<file path="config.mk">
export PLATFORM = sky130hd
export DESIGN_NAME = display_sched
export DESIGN_NICKNAME = d
export VERILOG_FILES = /design/src/rtl/display_sched.sv
export SDC_FILE = /design/constraint.sdc
export NUM_CORES = 1
export LEC_CHECK = 0
export BUFFER_PORTS_ARGS = -buffer_cell sky130_fd_sc_hd__buf_2
export CAP_MARGIN = 5
export CORE_MARGIN = 5
export CORE_UTILIZATION = 45
export CTS_CLUSTER_DIAMETER = 40
export DETAILED_ROUTE_END_ITERATION = 8
export GPL_ROUTABILITY_DRIVEN = 0
export PLACE_DENSITY = 0.75
export SETUP_SLACK_MARGIN = 0.05
export SLEW_MARGIN = 10
export SYNTH_ARGS = -nofsm -noshare
export SYNTH_HDL_FRONTEND = slang
export SYNTH_SLANG_ARGS = --single-unit
</file>
<file path="constraint.sdc">
create_clock -name clk -period 3.25 [get_ports clk]
set_input_delay 0.4875 -clock clk [delete_from_list [all_inputs] [get_ports clk]]
set_output_delay 0.4875 -clock clk [all_outputs]
set_load 0.005 [all_outputs]
</file>
<file path="src/rtl/display_sched.sv">
// Multiplexed display scheduler: scans a latched word one nibble per digit and
// hands the display to one of SRC_N requesters, switching only on frame boundaries.
//
// state | meaning
// IDLE  | no owner, gnt all-zero, data_display frozen
// SHOW  | one owner, its word recaptured every frame boundary
module display_sched #(
    parameter int WIDTH    = 32,
    parameter int SRC_N    = 4,
    parameter int SCAN_DIV = 16,
    parameter int DWELL    = 8
) (
    input  logic                   clk,
    input  logic                   rst,
    input  logic [SRC_N-1:0]       req,
    input  logic [SRC_N*WIDTH-1:0] src_data,
    input  logic                   hold,
    output logic [SRC_N-1:0]       gnt,
    output logic [WIDTH-1:0]       data_display,
    output logic [2:0]             an,
    output logic [3:0]             char,
    output logic                   frame_done
);

    localparam int PW = (SCAN_DIV > 1) ? $clog2(SCAN_DIV) : 1;
    localparam int FW = (DWELL > 1) ? $clog2(DWELL) : 1;
    localparam int IW = $clog2(SRC_N);
    localparam logic [PW-1:0] PRESC_LAST = PW'(SCAN_DIV - 1);
    localparam logic [FW-1:0] FCNT_LAST  = FW'(DWELL - 1);

    typedef enum logic {IDLE, SHOW} state_t;

    state_t            state;
    logic [PW-1:0]     presc;
    logic [FW-1:0]     fcnt;
    logic [IW-1:0]     rr;
    logic [IW-1:0]     own;
    logic              tick;
    logic              fb;
    logic [WIDTH-1:0]  src_word [SRC_N];
    logic [SRC_N-1:0]  others;
    logic [IW-1:0]     own_inc;
    logic [IW-1:0]     first_idx;
    logic [IW-1:0]     next_idx;
    logic              grant_en;
    logic [IW-1:0]     grant_idx;
    logic              go_idle;
    logic [31:0]       padded;

    // First set bit of r, scanning upward from start with wrap.
    function automatic logic [IW-1:0] rr_pick(input logic [SRC_N-1:0] r,
                                              input logic [IW-1:0]    start);
        logic [IW-1:0] sel;
        logic [IW-1:0] idx;
        sel = start;
        for (int k = SRC_N - 1; k >= 0; k--) begin
            idx = IW'((int'(start) + k) % SRC_N);
            if (r[idx]) sel = idx;
        end
        return sel;
    endfunction

    for (genvar g = 0; g < SRC_N; g++) begin : g_unpack
        assign src_word[g] = src_data[g*WIDTH +: WIDTH];
    end

    always_comb begin
        tick      = (presc == PRESC_LAST);
        fb        = tick && (an == 3'd7);
        others    = req & ~gnt;
        own_inc   = IW'((int'(own) + 1) % SRC_N);
        first_idx = rr_pick(req, rr);
        next_idx  = rr_pick(others, own_inc);
    end

    // Arbitration outcome for the coming frame boundary; hold beats everything in SHOW.
    always_comb begin
        grant_en  = 1'b0;
        grant_idx = first_idx;
        go_idle   = 1'b0;
        if (state == IDLE) begin
            grant_en = |req;
        end else if (!hold) begin
            if (!req[own]) begin
                if (|others) begin
                    grant_en  = 1'b1;
                    grant_idx = next_idx;
                end else begin
                    go_idle = 1'b1;
                end
            end else if ((fcnt == FCNT_LAST) && (|others)) begin
                grant_en  = 1'b1;
                grant_idx = next_idx;
            end
        end
    end

    always_ff @(posedge clk) begin
        if (rst) begin
            state        <= IDLE;
            presc        <= '0;
            an           <= '0;
            fcnt         <= '0;
            rr           <= '0;
            own          <= '0;
            gnt          <= '0;
            data_display <= '0;
            frame_done   <= 1'b0;
        end else begin
            frame_done <= fb;
            presc      <= tick ? '0 : presc + 1'b1;
            if (tick) an <= an + 3'd1;
            if (fb) begin
                if (grant_en) begin
                    state        <= SHOW;
                    own          <= grant_idx;
                    gnt          <= SRC_N'(1) << grant_idx;
                    rr           <= IW'((int'(grant_idx) + 1) % SRC_N);
                    fcnt         <= '0;
                    data_display <= src_word[grant_idx];
                end else if (go_idle) begin
                    state <= IDLE;
                    gnt   <= '0;
                end else if (state == SHOW) begin
                    data_display <= src_word[own];
                    if (!hold && (fcnt != FCNT_LAST)) fcnt <= fcnt + 1'b1;
                end
            end
        end
    end

    // Nibbles beyond WIDTH read as zero through the padding.
    always_comb begin
        padded               = '0;
        padded[WIDTH-1:0]    = data_display;
        char                 = padded[{an, 2'b00} +: 4];
    end

endmodule

</file>
; ---- Word-level counts from Yosys, hierarchy flattened
; Index checks and enable logic that the tools add are counted.
[totals]
regBits = 52
in_bits = 135
output_inout_bits = 44
elab_cells = 113
[op_classes]
addsub = 11
order_cmp = 11
n_eq_ne = 5
n_shift = 2
n_mux = 57
bitwise_logic = 4
n_reduce_logical = 14
[op_table]
columns = cell, count
row1 = $mux 32, 7
row2 = $bmux 32 s2, 2
row3 = $shiftx 32x6->4, 1
row4 = $lt 2x3->1 const B, 9
row5 = $mux 2, 13
row6 = $mux 1, 20
row7 = $bmux 1 s2, 9
row8 = $mux 3, 4
row9 = $add 2x1->2 const B, 4
row10 = $add 2x2->2 const B, 4
row11 = $mux 4, 2
row12 = $reduce_or 4->1, 2
row13 = $add 3x1->3 const B, 2
row14 = $eq 3x3->1 const B, 2
row15 = $ge 3x3->1 const B, 2
row16 = $not 2->3, 2
row17 = $reduce_bool 2->1, 3
row18 = $add 4x1->4 const B, 1
row19 = $and 4x4->4, 1
row20 = $eq 4x4->1 const B, 1
row21 = $not 4->4, 1
row22 = $reduce_and 2->1, 2
row23 = $reduce_and 4->1, 1
row24 = $shl 1x2->4 const A, 1
row25 = other kinds (6), 8

; ---- Longest topological paths before layout
; Gate-level depths: netlist of run 1.
[logic_depth]
depth_word = 17
mapped_depth = 11

; ---- Worst setup path after synthesis of run 1
; OpenSTA, ideal clock, no wires.
[synth_path]
path_kind = in2reg
start = input port req[0]
end = register rr[1]
t_arrival_ns = 2.484
t_required_ns = 3.118
slack_ns = 0.635
stages = 10
path_buffers = 3
cell_sequence = clkbuf_1 > mux4_2 > nor2b_4 > or2_4 > o31ai_4 > buf_12 > buf_12 > ha_1 > nand2_1 > a21oi_1
[synth_via]
elab_chain_len = 12
elab_cells_between_ends = 42
[synth_rtl]
columns = element, line
row1 = "start, declared", 15  ; input logic [SRC_N-1:0] req,
row2 = $and 4x4->4, 70  ; others = req & ~gnt;
row3 = $bmux 1 s2, 58  ; if (r[idx]) sel = idx;
row4 = $mux 1 (implied by the code), 58
row5 = $mux 2 (4 in a row), 58
row6 = "$mux 2, on equally long branches", "85, 91"
row7 = $mux 2, 84  ; if (!req[own]) begin
row8 = $mux 2, 83  ; end else if (!hold) begin
row9 = $mux 2 (*), 81  ; if (state == IDLE) begin
row10 = net grant_idx[1], 46  ; logic [IW-1:0] grant_idx;
row11 = $add 2x1->2 (*), 118  ; rr <= IW'((int'(grant_idx) + 1) % SRC_N);
row12 = "end signal, assigned", 118
row13 = "end, declared", 36  ; logic [IW-1:0] rr;
; The timed path passes the listed nets; every way through them passes the cells marked *. The select of a mux whose other input is x is not followed.
; A chain may end at the register's enable or synchronous reset.

; ---- Final worst setup path of run 1
[layout_path]
start = register an[2]
end = register fcnt[1]
[layout_via]
elab_chain_len = 3
[layout_rtl]
columns = element, line
row1 = "start, declared", 20  ; output logic [2:0] an,
row2 = "start signal, assigned", 112  ; if (tick) an <= an + 3'd1;
row3 = $eq 3x3->1, 69  ; fb = tick && (an == 3'd7);
row4 = $logic_and 1x1->1, 69
row5 = $reduce_and 4->1 (no line), -
row6 = "end signal, assigned", 126  ; if (!hold && (fcnt != FCNT_LAST)) fcnt <= fcnt + 1'b1;
row7 = "end, declared", 35  ; logic [FW-1:0] fcnt;
; Every way passes these cells.

==> metrics.yaml, run 1 <==
clk_pin_slew_ps: 110
reg2reg_from: "an[2]"
drive_gt1_share_pct: 41.5
drc: 0
worstReg2RegEnd: "fcnt[1]"
cts_resized: 0
start_util_pct: 46.2
ir_drop_mv: 0.207
vias: 4511
cts_hold_buf: 0
rrSetupSlack_ps: 560
grt.total_usage_pct: 23.4
final-seq-area_um2: 1040
h-tree-depth: 2
fin_crit_sh_pct: 82.8
slew_violations: 0
max_slew_margin_pct: 52.5
synth_edf_count: 0
netlist_area_um2: 4520
fp.dieW_um: 110
ys_warn_count: 0
wl_per_cell_um: 19.3
hold_viol: 0
dp_hpwl_um: 10900
whs_path_depth: 3
io_pins: 179
ctsLongestPathBuffers: 2
insertion_delay_ps: 320
fin_nets: 753
placed_area_um2: 5460
powerDensity_nw_per_um2: 250
min_from: "src_data[19]"
syn_nets: 597
critPathArrivalTime_ps: 2890
ant_nets: 0
grt_pass1_wl_um: 22500
drv_cap: 0
yosysSeqAreaShare_pct: 23.0
antenna_found_initial: 1
cts-root-buf: "clkbuf_8"
period_needed_ps: 2690
setup_viol: 0
multi_input_area_um2: 3180
syn_inst: 453
hold_path_end: "data_display[19]"
cp_max_fo: 18
path_class: "reg2reg"
fmax_mhz: 371
fin_skew_ps: 12.8
cts_inserted_buffers: 5
wl_um: 14300
portBuffers: 178
die-area_um2: 12200
crit_required_ps: 3450
post-cts-setup-buffer-count: 0
rsz0062_at_grt: "false"
synthDistinctLibCells: 50
core_area_um2: 9770
reg2reg_depth: 8
final_area_um2: 5570
area_growth_pct: 23.2
via_per_inst: 6.07
yosys_register_bits: 52
avgSynthCellArea_um2: 9.98
tightest_slew_ps: 712
clock_sinks: 52
startpoint_type: "flop"
worstHoldPathType: "in2reg"
cp-end-kind: "flop"
drt_iter0_markers: 194
num_antenna_cells: 0
firstDrtPassIters: 4
cts_tree: "yes"
ys_dominant_reg_cell: "dfxtp_1"
leakage_nw: 2.24
fillers: 893
status: "completed"
row_count: 36
die_h_um: 110
async_reset_ff_share_pct: 0
grt_pass1_vias: 4644
grt_max_degree: 53
overflow: 0
tns_ps: 0
## synth_stat cells (2+ instances only)
cell type,count,area (um2)
a2111o_1,2,22.5
a211oi_1,3,22.5
a21o_1,34,255
a21oi_1,16,80.1
a32oi_1,2,17.5
and2_1,2,12.5
buf_1,5,18.8
buf_12,4,80.1
buf_2,4,20.0
bufbuf_8,2,37.5
clkbuf_1,26,97.6
dfxtp_1,52,1040
ha_1,9,113
inv_1,7,26.3
mux2_2,4,45.0
mux2i_1,66,661
mux4_2,41,923
nand2_1,41,154
nand2b_1,5,31.3
nand3_1,39,195
nand4_1,2,12.5
nor2_1,17,63.8
nor2b_1,3,18.8
nor3_1,2,10.0
nor3b_1,3,22.5
o21ai_0,3,15.0
o221ai_1,33,289
o22ai_1,2,12.5
o31ai_1,2,15.0
xnor2_1,2,17.5
## routing by layer
| metal | global-route usage (%) | vias up | part of all wire (%) |
|---|---|---|---|
| met3 | 5.53 | 25 | 8.4 |
| li1 | - | 2084 | - |
| met2 | 40.2 | 194 | 49 |
| met1 | 29.7 | 2206 | 41 |
| met5 | 0 | - | 0.091 |
| met4 | 6.16 | 2 | 1.5 |
## power breakdown
| group | switching (W) | internal (W) | total [W] |
|---|---|---|---|
| combinational | 0.000132 | 0.000146 | 0.000279 |
| clock | 0.000235 | 0.000233 | 0.000469 |
| sequential | 0.00000312 | 0.000640 | 0.000643 |
## critical path: stages (launching register included)
cell     delay, ps
dfxtp_1        500
ha_1           200
nand4_1        120
a21oi_1        320
o31a_1         660
buf_4          380
o31ai_1        160
a32oi_1        180
nor2_1          50
## stage by stage
| step | util (%) | cells | total power (W) | setup WS [ps] | hold slack (ps) |
|---|---|---|---|---|---|
| 3_3_place_gp | 55.8 | 735 | 0.000924 | 444 | 456 |
| 2_1_floorplan | - | 453 | 0.000823 | 635 | 444 |
| 4_1_cts | 57.0 | 743 | 0.00140 | 495 | 463 |
| 3_5_place_dp | 55.8 | 735 | 0.000934 | 388 | 472 |
| 6_report | 57.0 | 743 | 0.00139 | 558 | 475 |
| 5_1_grt | 57.0 | 743 | 0.00146 | 317 | 473 |
## how the worst max path moves through the flow
stage / start / endpoint / slack [ps] / depth (start not counted)
after floorplan: req[0] / rr[1] / 630 / 10
after global placement: req[3] / rr[1] / 440 / 9
after detailed placement: req[3] / rr[1] / 390 / 9
after CTS: an[2] / fcnt[2] / 490 / 8
after global routing: an[2] / fcnt[2] / 320 / 8
final: an[2] / fcnt[1] / 560 / 8
## logic make-up (layout without fill, tap and decap cells)
| logic type | after synthesis | in the layout | share of synthesized area [%] |
|---|---|---|---|
| adder cells (fa/ha/maj) | 9 | 9 | 2.49 |
| AND/OR/NAND/NOR | 122 | 122 | 13.0 |
| AO/OA/AOI/OAI | 105 | 105 | 18.0 |
| XOR/XNOR | 3 | 3 | 0.581 |
| flip-flops | 52 | 52 | 23.0 |
| buffers and inverters | 51 | 208 | 6.86 |
| multiplexers | 111 | 111 | 36.0 |
## registers in the layout, summed over array words and instances (netlist names), 2 cells and up
register	flops
an	3
own	2
rr	2
presc	4
fcnt	3
data_display	32
gnt	4
## cell usage in the layout (no fill, tap or decap), types with 2 or more instances in the layout
cell,n
buf_2,178
mux2i_1,66
dfxtp_1,50
mux4_2,41
nand2_1,41
nand3_1,39
a21o_1,34
o221ai_1,33
nor2_1,17
a21oi_1,16
buf_4,11
ha_1,9
inv_1,7
nand2b_1,5
clkbuf_8,5
mux2_2,4
nor2b_1,3
o21ai_0,3
a211oi_1,3
nor3b_1,3
buf_12,3
o22ai_1,2
a2111o_1,2
and2_1,2
xnor2_1,2
o31ai_4,2
nand4_1,2
nor3_1,2
a32oi_1,2
dfxtp_2,2
## layout make-up
| cell class | count | share of cell area [%] |
|---|---|---|
| repair buffers | 192 | 18.6 |
| well taps | 133 | 2.99 |
| multi-input cells | 350 | 57.2 |
| clock buffers | 6 | 1.30 |
| clock inverters | 2 | 0.697 |
| flip-flops and latches | 52 | 18.7 |
| inverters | 8 | 0.539 |
(Power assumes the default switching activity.)
==> run 2: changes to the inputs <==
--- a/config.mk
+++ b/config.mk
@@ -12,7 +12,7 @@
 export CTS_CLUSTER_DIAMETER = 40
 export DETAILED_ROUTE_END_ITERATION = 8
 export GPL_ROUTABILITY_DRIVEN = 0
-export PLACE_DENSITY = 0.75
+export PLACE_DENSITY = 0.78
 export SETUP_SLACK_MARGIN = 0.05
 export SLEW_MARGIN = 10
 export SYNTH_ARGS = -nofsm -noshare
==> constraint.sdc (replaced) <==
create_clock -name clk -period 2.45 [get_ports clk]
set_input_delay 0.3675 -clock clk [delete_from_list [all_inputs] [get_ports clk]]
set_output_delay 0.3675 -clock clk [all_outputs]
set_load 0.005 [all_outputs]
==> run 2 against run 1 <==
Net effect:
- core utilization increased by 2.9 points
- clock power is 1% lower
- critical path depth is 1 higher
- non-clock buffer count up 28
- register-to-register slack got worse by 520 ps
- flip-flop and latch count stayed put
- largest cell class unchanged
- largest power group unchanged
==> metrics.yaml, run 2 (synthesized netlist as in run 1, its figures left out) <==
status: "completed"
cp_slowest_cell: "mux4_2"
grt.total_usage_pct: 25.6  # +2.1 points
cts-root-buf: "clkbuf_8"
antenna_found_initial: 0  # -1
firstDrtPassIters: 5  # +1
combPwrFrac_pct: 24.7  # +4.7 points
drv_cap: 0  # unchanged
path_class: "reg2reg"
whs_path_depth: 3  # unchanged
h-tree-depth: 2  # unchanged
pre_cts_slack_ps: -110  # -499 ps
setup_viol: 0  # unchanged
portBuffers: 178  # unchanged
core_area_um2: 9770  # unchanged
ant_nets: 0  # unchanged
reg.largest.list: "data_display (32), gnt (4), presc (4)"
period_needed_ps: 2410  # -279 ps
slew_violations: 0  # unchanged
switching_share_pct: 27.6  # +0.93 points
crit_required_ps: 2640  # -810 ps
num_antenna_cells: 0  # unchanged
io_pins: 179  # unchanged
vias: 4737  # +5.0%
ir_drop_mv: 0.218  # +5.2%
p_clk_share_pct: 26.5  # -7.2 points
fp.dieW_um: 110  # unchanged
clk_pin_slew_ps: 100  # about the same
finalPower_w: 0.00175  # +26%
cp-end-kind: "flop"
wl_per_cell_um: 20.5  # +6.4%
via_per_inst: 6.16  # +1.5%
reg2reg_depth: 9  # +1
die_h_um: 110  # unchanged
cp_max_fo: 7  # -11
grt_pass1_wl_um: 24400  # +8.5%
grt_max_degree: 53  # unchanged
drc: 0  # unchanged
mostFrequentLayoutCells: "buf_2 (178), mux2i_1 (62), dfxtp_1 (50), mux4_2 (41), nand2_1 (41)"
startpoint_type: "flop"
max_stage_delay_ps: 510  # -150 ps
cts_inserted_buffers: 5  # unchanged
leakage_nw: 2.39  # +6.7%
insertion_delay_ps: 300  # -20 ps
powerDensity_nw_per_um2: 299  # +20%
p_int_w: 0.00127  # +24%
fillers: 865  # -3.1%
ctsLongestPathBuffers: 2  # unchanged
path_cells: "mux4_2, nor2b_4, or2_4, o31ai_4, buf_6, buf_12, buf_4, mux2i_1, o221ai_1"
netSwitchingPower_w: 0.000483  # +30%
max_flop_register: "data_display"
drive_gt1_share_pct: 45.3  # +3.8 points
seqPwrFrac_pct: 48.8  # +2.6 points
cts_tree: "yes"
grt_pass1_vias: 4952  # +6.6%
rsz0062_at_grt: "true"
area_growth_pct: 29.5
clock_sinks: 52  # unchanged
dp_hpwl_um: 11700  # +7.1%
whs_ps: 365  # -110 ps
fin_ws_ps: 37.5  # -521 ps
overflow: 0  # unchanged
wl_um: 15800  # +10%
row_count: 36  # unchanged
worstHoldPathType: "in2reg"
fin_crit_sh_pct: 98.5  # +16 points
start_util_pct: 46.2  # unchanged
drt_iter0_markers: 375  # +93%
layout_commonest_cell: "buf_2"
max_slew_margin_pct: 60.9  # +8.4 points
fmax_mhz: 415  # +12%
tightest_slew_ps: 586  # -126 ps
critPathArrivalTime_ps: 2600  # -290 ps
largest_reg_flops: 32  # unchanged
fin_nets: 782  # +3.9%
fin_skew_ps: 8.61  # -4.23 ps
hold_viol: 0  # unchanged
die-area_um2: 12200  # unchanged
==> run 2: cell count changes in the layout (fill, tap and decap cells not counted), moves of 2 or more <==
cell	before	now
mux2i_1	66	62
a21bo_4	0	2
buf_6	0	2
buf_16	0	2
mux2i_2	0	4
buf_4	11	34
==> run 2: final timing paths <==
check | endpoint | slack (ps) | start
worst min-delay path | data_display[13] | 360 | src_data[13]
worst max-delay path | data_display[31] | 40 | own[0]
worst min register to register | rr[0] | 480 | rr[0]
worst max register to register | data_display[31] | 40 | own[0]
==> run 2: worst max-delay path, delay by kind of cell (launching register included) <==
family | cells | cell delay [ps]
buffers and inverters | 3 | 430
AOI/OAI and AO/OA | 2 | 400
and+or+nand+nor | 2 | 410
DFF | 1 | 350
muxes | 2 | 700
==> run 2: final cells by class <==
type	instances	area (um2)	area share, %
multi-input cells	351	3250	55.5
repair buffers	220	1300	22.2
flip-flops and latches	52	1040	17.8
clock buffers	5	68.8	1.18
inverters	8	30.0	0.513
well taps	133	166	2.84
==> run 2: what timing repair did <==
| item | 4_1_cts | 5_1_grt |
|---|---|---|
| pin swaps | 7 | 6 |
| hold buffers | 0 | 0 |
| setup endpoints to repair | 34 | 37 |
| resized for setup | 7 | 14 |
| buffers inserted | 4 | 1 |
| cloned | 2 | 1 |
==> run 2: stage by stage <==
| step | utilization [%] | std cells | area (um2) | TNS [ps] |
|---|---|---|---|---|
| final | 59.9 | 769 | 5850 | 0 |
| after CTS | 59.1 | 767 | 5780 | 0 |
| after floorplan | - | 453 | 4550 | 0 |
| after global placement | 57.3 | 756 | 5600 | -1420 |
| after detailed placement | 57.3 | 756 | 5600 | -2580 |
| after global routing | 59.9 | 769 | 5850 | -406 |
==> run 2: per-layer routing <==
layer  wire, um  vias up  global-route usage, %
li1           -     2148                      -
met1       5970     2282                   30.8
met2       8060      270                   45.4
met3       1440       37                   5.01
met4        330        0                   9.06
met5          0        -                      0
==> run 2: power groups by stage <==
| stage | registers [W] | clock network, W | logic, W |
|---|---|---|---|
| 2_1_floorplan | 0.000872 | 0 | 0.000225 |
| 3_3_place_gp | 0.000872 | 0 | 0.000371 |
| 3_5_place_dp | 0.000872 | 0 | 0.000389 |
| 4_1_cts | 0.000853 | 0.000472 | 0.000412 |
| 5_1_grt | 0.000854 | 0.000504 | 0.000464 |
| 6_report | 0.000853 | 0.000464 | 0.000432 |
==> run 3: changes to the inputs <==
--- a/config.mk
+++ b/config.mk
@@ -12,6 +12,7 @@
 export CTS_CLUSTER_DIAMETER = 40
 export DETAILED_ROUTE_END_ITERATION = 8
 export GPL_ROUTABILITY_DRIVEN = 0
+export GPL_TIMING_DRIVEN = 0
 export PLACE_DENSITY = 0.78
 export SETUP_SLACK_MARGIN = 0.05
 export SLEW_MARGIN = 10
==> run 3 against run 2 <==
Net effect:
- the run now ends with setup timing left
- cell area rose by 5.5%
- flip-flop and latch count did not move
- maximum frequency fell by 5.0%
- critical path type unchanged
- sequential share of layout area fell by 0.95 points
- core utilization rose by 3.3 points
- count of clock-buffer cells in the layout rose by 2
- first-iteration DRC count fell by 0.53%
- critical endpoint is now data_display[19]
- sequential power barely moved
- largest power group unchanged
- global-route usage rose by 0.94 points
- clock power rose by 14%
- non-clock buffer count rose by 18
- critical path depth rose by 1
==> metrics.yaml, run 3 (synthesized netlist as in run 1, its figures left out) <==
io_pins: 179  # unchanged
seqPwrFrac_pct: 45.7  # -3.1 points
max_flop_register: "data_display"
fin_crit_sh_pct: 104  # +5.2 points
cts_tree: "yes"
dpl.cell_count: 760  # +0.53%
period_needed_ps: 2540  # +128 ps
layout.cells.non_filler: 789  # +2.6%
num_antenna_cells: 0  # unchanged
ctsLongestPathBuffers: 2  # unchanged
antenna_found_initial: 0  # unchanged
drc: 0  # unchanged
area_growth_pct: 36.6
dp_hpwl_um: 12100  # +4.0%
cts-root-buf: "clkbuf_8"
row_count: 36  # unchanged
cp_slowest_cell: "mux4_2"
vias: 4932  # +4.1%
reg2reg_depth: 10  # +1
die_h_um: 110  # unchanged
fillers: 828  # -4.3%
clk_pin_slew_ps: 100  # about the same
fp.dieW_um: 110  # unchanged
wl_per_cell_um: 21.8  # +6.3%
reg.largest.list: "data_display (32), gnt (4), presc (4)"
layout_commonest_cell: "buf_2"
cp-end-kind: "flop"
grt.total_usage_pct: 26.5  # +0.94 points
max_slew_margin_pct: 43.1  # -18 points
cts_inserted_buffers: 5  # unchanged
ant_nets: 0  # unchanged
grt_max_degree: 16  # -70%
drv_cap: 0  # unchanged
cp_common_cell: "buf_12"
tightest_slew_ps: 853  # +267 ps
ir_drop_mv: 0.263  # +21%
insertion_delay_ps: 310  # about the same
p_int_w: 0.00135  # +6.3%
hold_viol: 0  # unchanged
h-tree-depth: 2  # unchanged
whs_path_depth: 3  # unchanged
drt_iter0_markers: 373  # -0.53%
mostFrequentLayoutCells: "buf_2 (178), mux2i_1 (62), dfxtp_1 (51), mux4_2 (41), nand2_1 (39)"
worstHoldPathType: "in2reg"
grt_pass1_vias: 4868  # -1.7%
fin_skew_ps: 13.7  # +5.13 ps
core_area_um2: 9770  # unchanged
cp_max_fo: 5  # -2
leakage_nw: 2.48  # +3.9%
path_cells: "mux4_2, nor2b_4, or2_4, o31ai_4, buf_6, buf_12, buf_12, buf_16, mux2i_1, o221ai_1"
start_util_pct: 46.2  # unchanged
wl_um: 17200  # +9.1%
drive_gt1_share_pct: 46.2  # +0.91 points
failed_checks: "setup timing"
clock_sinks: 52  # unchanged
die-area_um2: 12200  # unchanged
path_class: "reg2reg"
fmax_mhz: 394  # -5.0%
cts_hold_buf: 0  # unchanged
via_per_inst: 6.25  # +1.5%
netSwitchingPower_w: 0.000523  # +8.2%
critPathArrivalTime_ps: 2730  # +130 ps
startpoint_type: "flop"
switching_share_pct: 28.0  # +0.36 points
tns_ps: -1310  # -1310 ps
overflow: 0  # unchanged
setup_viol: 31  # +31
portBuffers: 174  # -2.2%
status: "finished, violations left"
combPwrFrac_pct: 26.0  # +1.3 points
slew_violations: 0  # unchanged
grt_pass1_wl_um: 24800  # +1.6%
p_clk_share_pct: 28.3  # +1.8 points
pre_cts_slack_ps: -434  # -324 ps
largest_reg_flops: 32  # unchanged
crit_required_ps: 2640  # about the same
firstDrtPassIters: 7  # +2
fin_nets: 799  # +2.2%
fin_ws_ps: -90.2  # -128 ps
max_stage_delay_ps: 510  # about the same
rsz0062_at_grt: "true"
powerDensity_nw_per_um2: 303  # +1.2%
run 3: cell types whose count changed in the layout (fill, tap and decap cells not counted), sizes merged:
cell	before	now
bufbuf	0	1
a21bo	2	1
buf	220	208
clkdlybuf4s15	0	1
clkinvlp	0	1
clkbuf	5	35
run 3: cell type report:
cell class	instances	area (um2)	area share [%]
repair buffers	196	1160	18.8
plain buffers	42	343	5.55
well taps	133	166	2.70
flip-flops and latches	52	1040	16.9
clock buffers	7	86.3	1.40
inverters	8	37.5	0.608
multi-input cells	350	3330	53.9
clock inverters	1	7.51	0.122
run 3: final timing paths:
check,from,to,slack [ps]
min,src_data[28],data_display[28],360
max,own[0],data_display[19],-90
max reg2reg,own[0],data_display[19],-90
min reg2reg,presc[0],presc[0],530
run 3: timing repair:
action | CTS | global route
cloned | 3 | 3
setup buffers | 11 | 6
gates resized for setup | 28 | 45
endpoints found under the setup margin | 46 | 46
pin swaps | 12 | 11
run 3: metrics by stage:
step	util (%)	total power [W]	hold slack [ps]	cell area (um2)
6_report	63.2	0.00187	359	6170
3_3_place_gp	57.2	0.00126	455	5590
3_5_place_dp	57.2	0.00127	478	5590
4_1_cts	60.8	0.00182	360	5940
5_1_grt	63.2	0.00195	373	6170
2_1_floorplan	-	0.00110	444	4550
run 3: routing by layer:
layer  wire, um  GRT usage, %
met1       6520          33.7
met2       8570          45.2
met3       1700          5.71
met4        429          8.09
met5          0             0
run 3: worst max-delay path, delay by kind of cell, from the launching register on:
kind,cells,cell delay [ps]
AO/OA/AOI/OAI,2,390
buffers and inverters,4,560
flip-flops,1,360
multiplexers,2,690
AND/OR/NAND/NOR,2,430
run 3: power groups by stage:
stage               clock network, W  registers, W  logic, W
floorplan                          0      0.000872  0.000225
global placement                   0      0.000872  0.000385
detailed placement                 0      0.000873  0.000397
CTS                         0.000521      0.000853  0.000442
global route                0.000577      0.000854  0.000517
finish                      0.000528      0.000854  0.000486
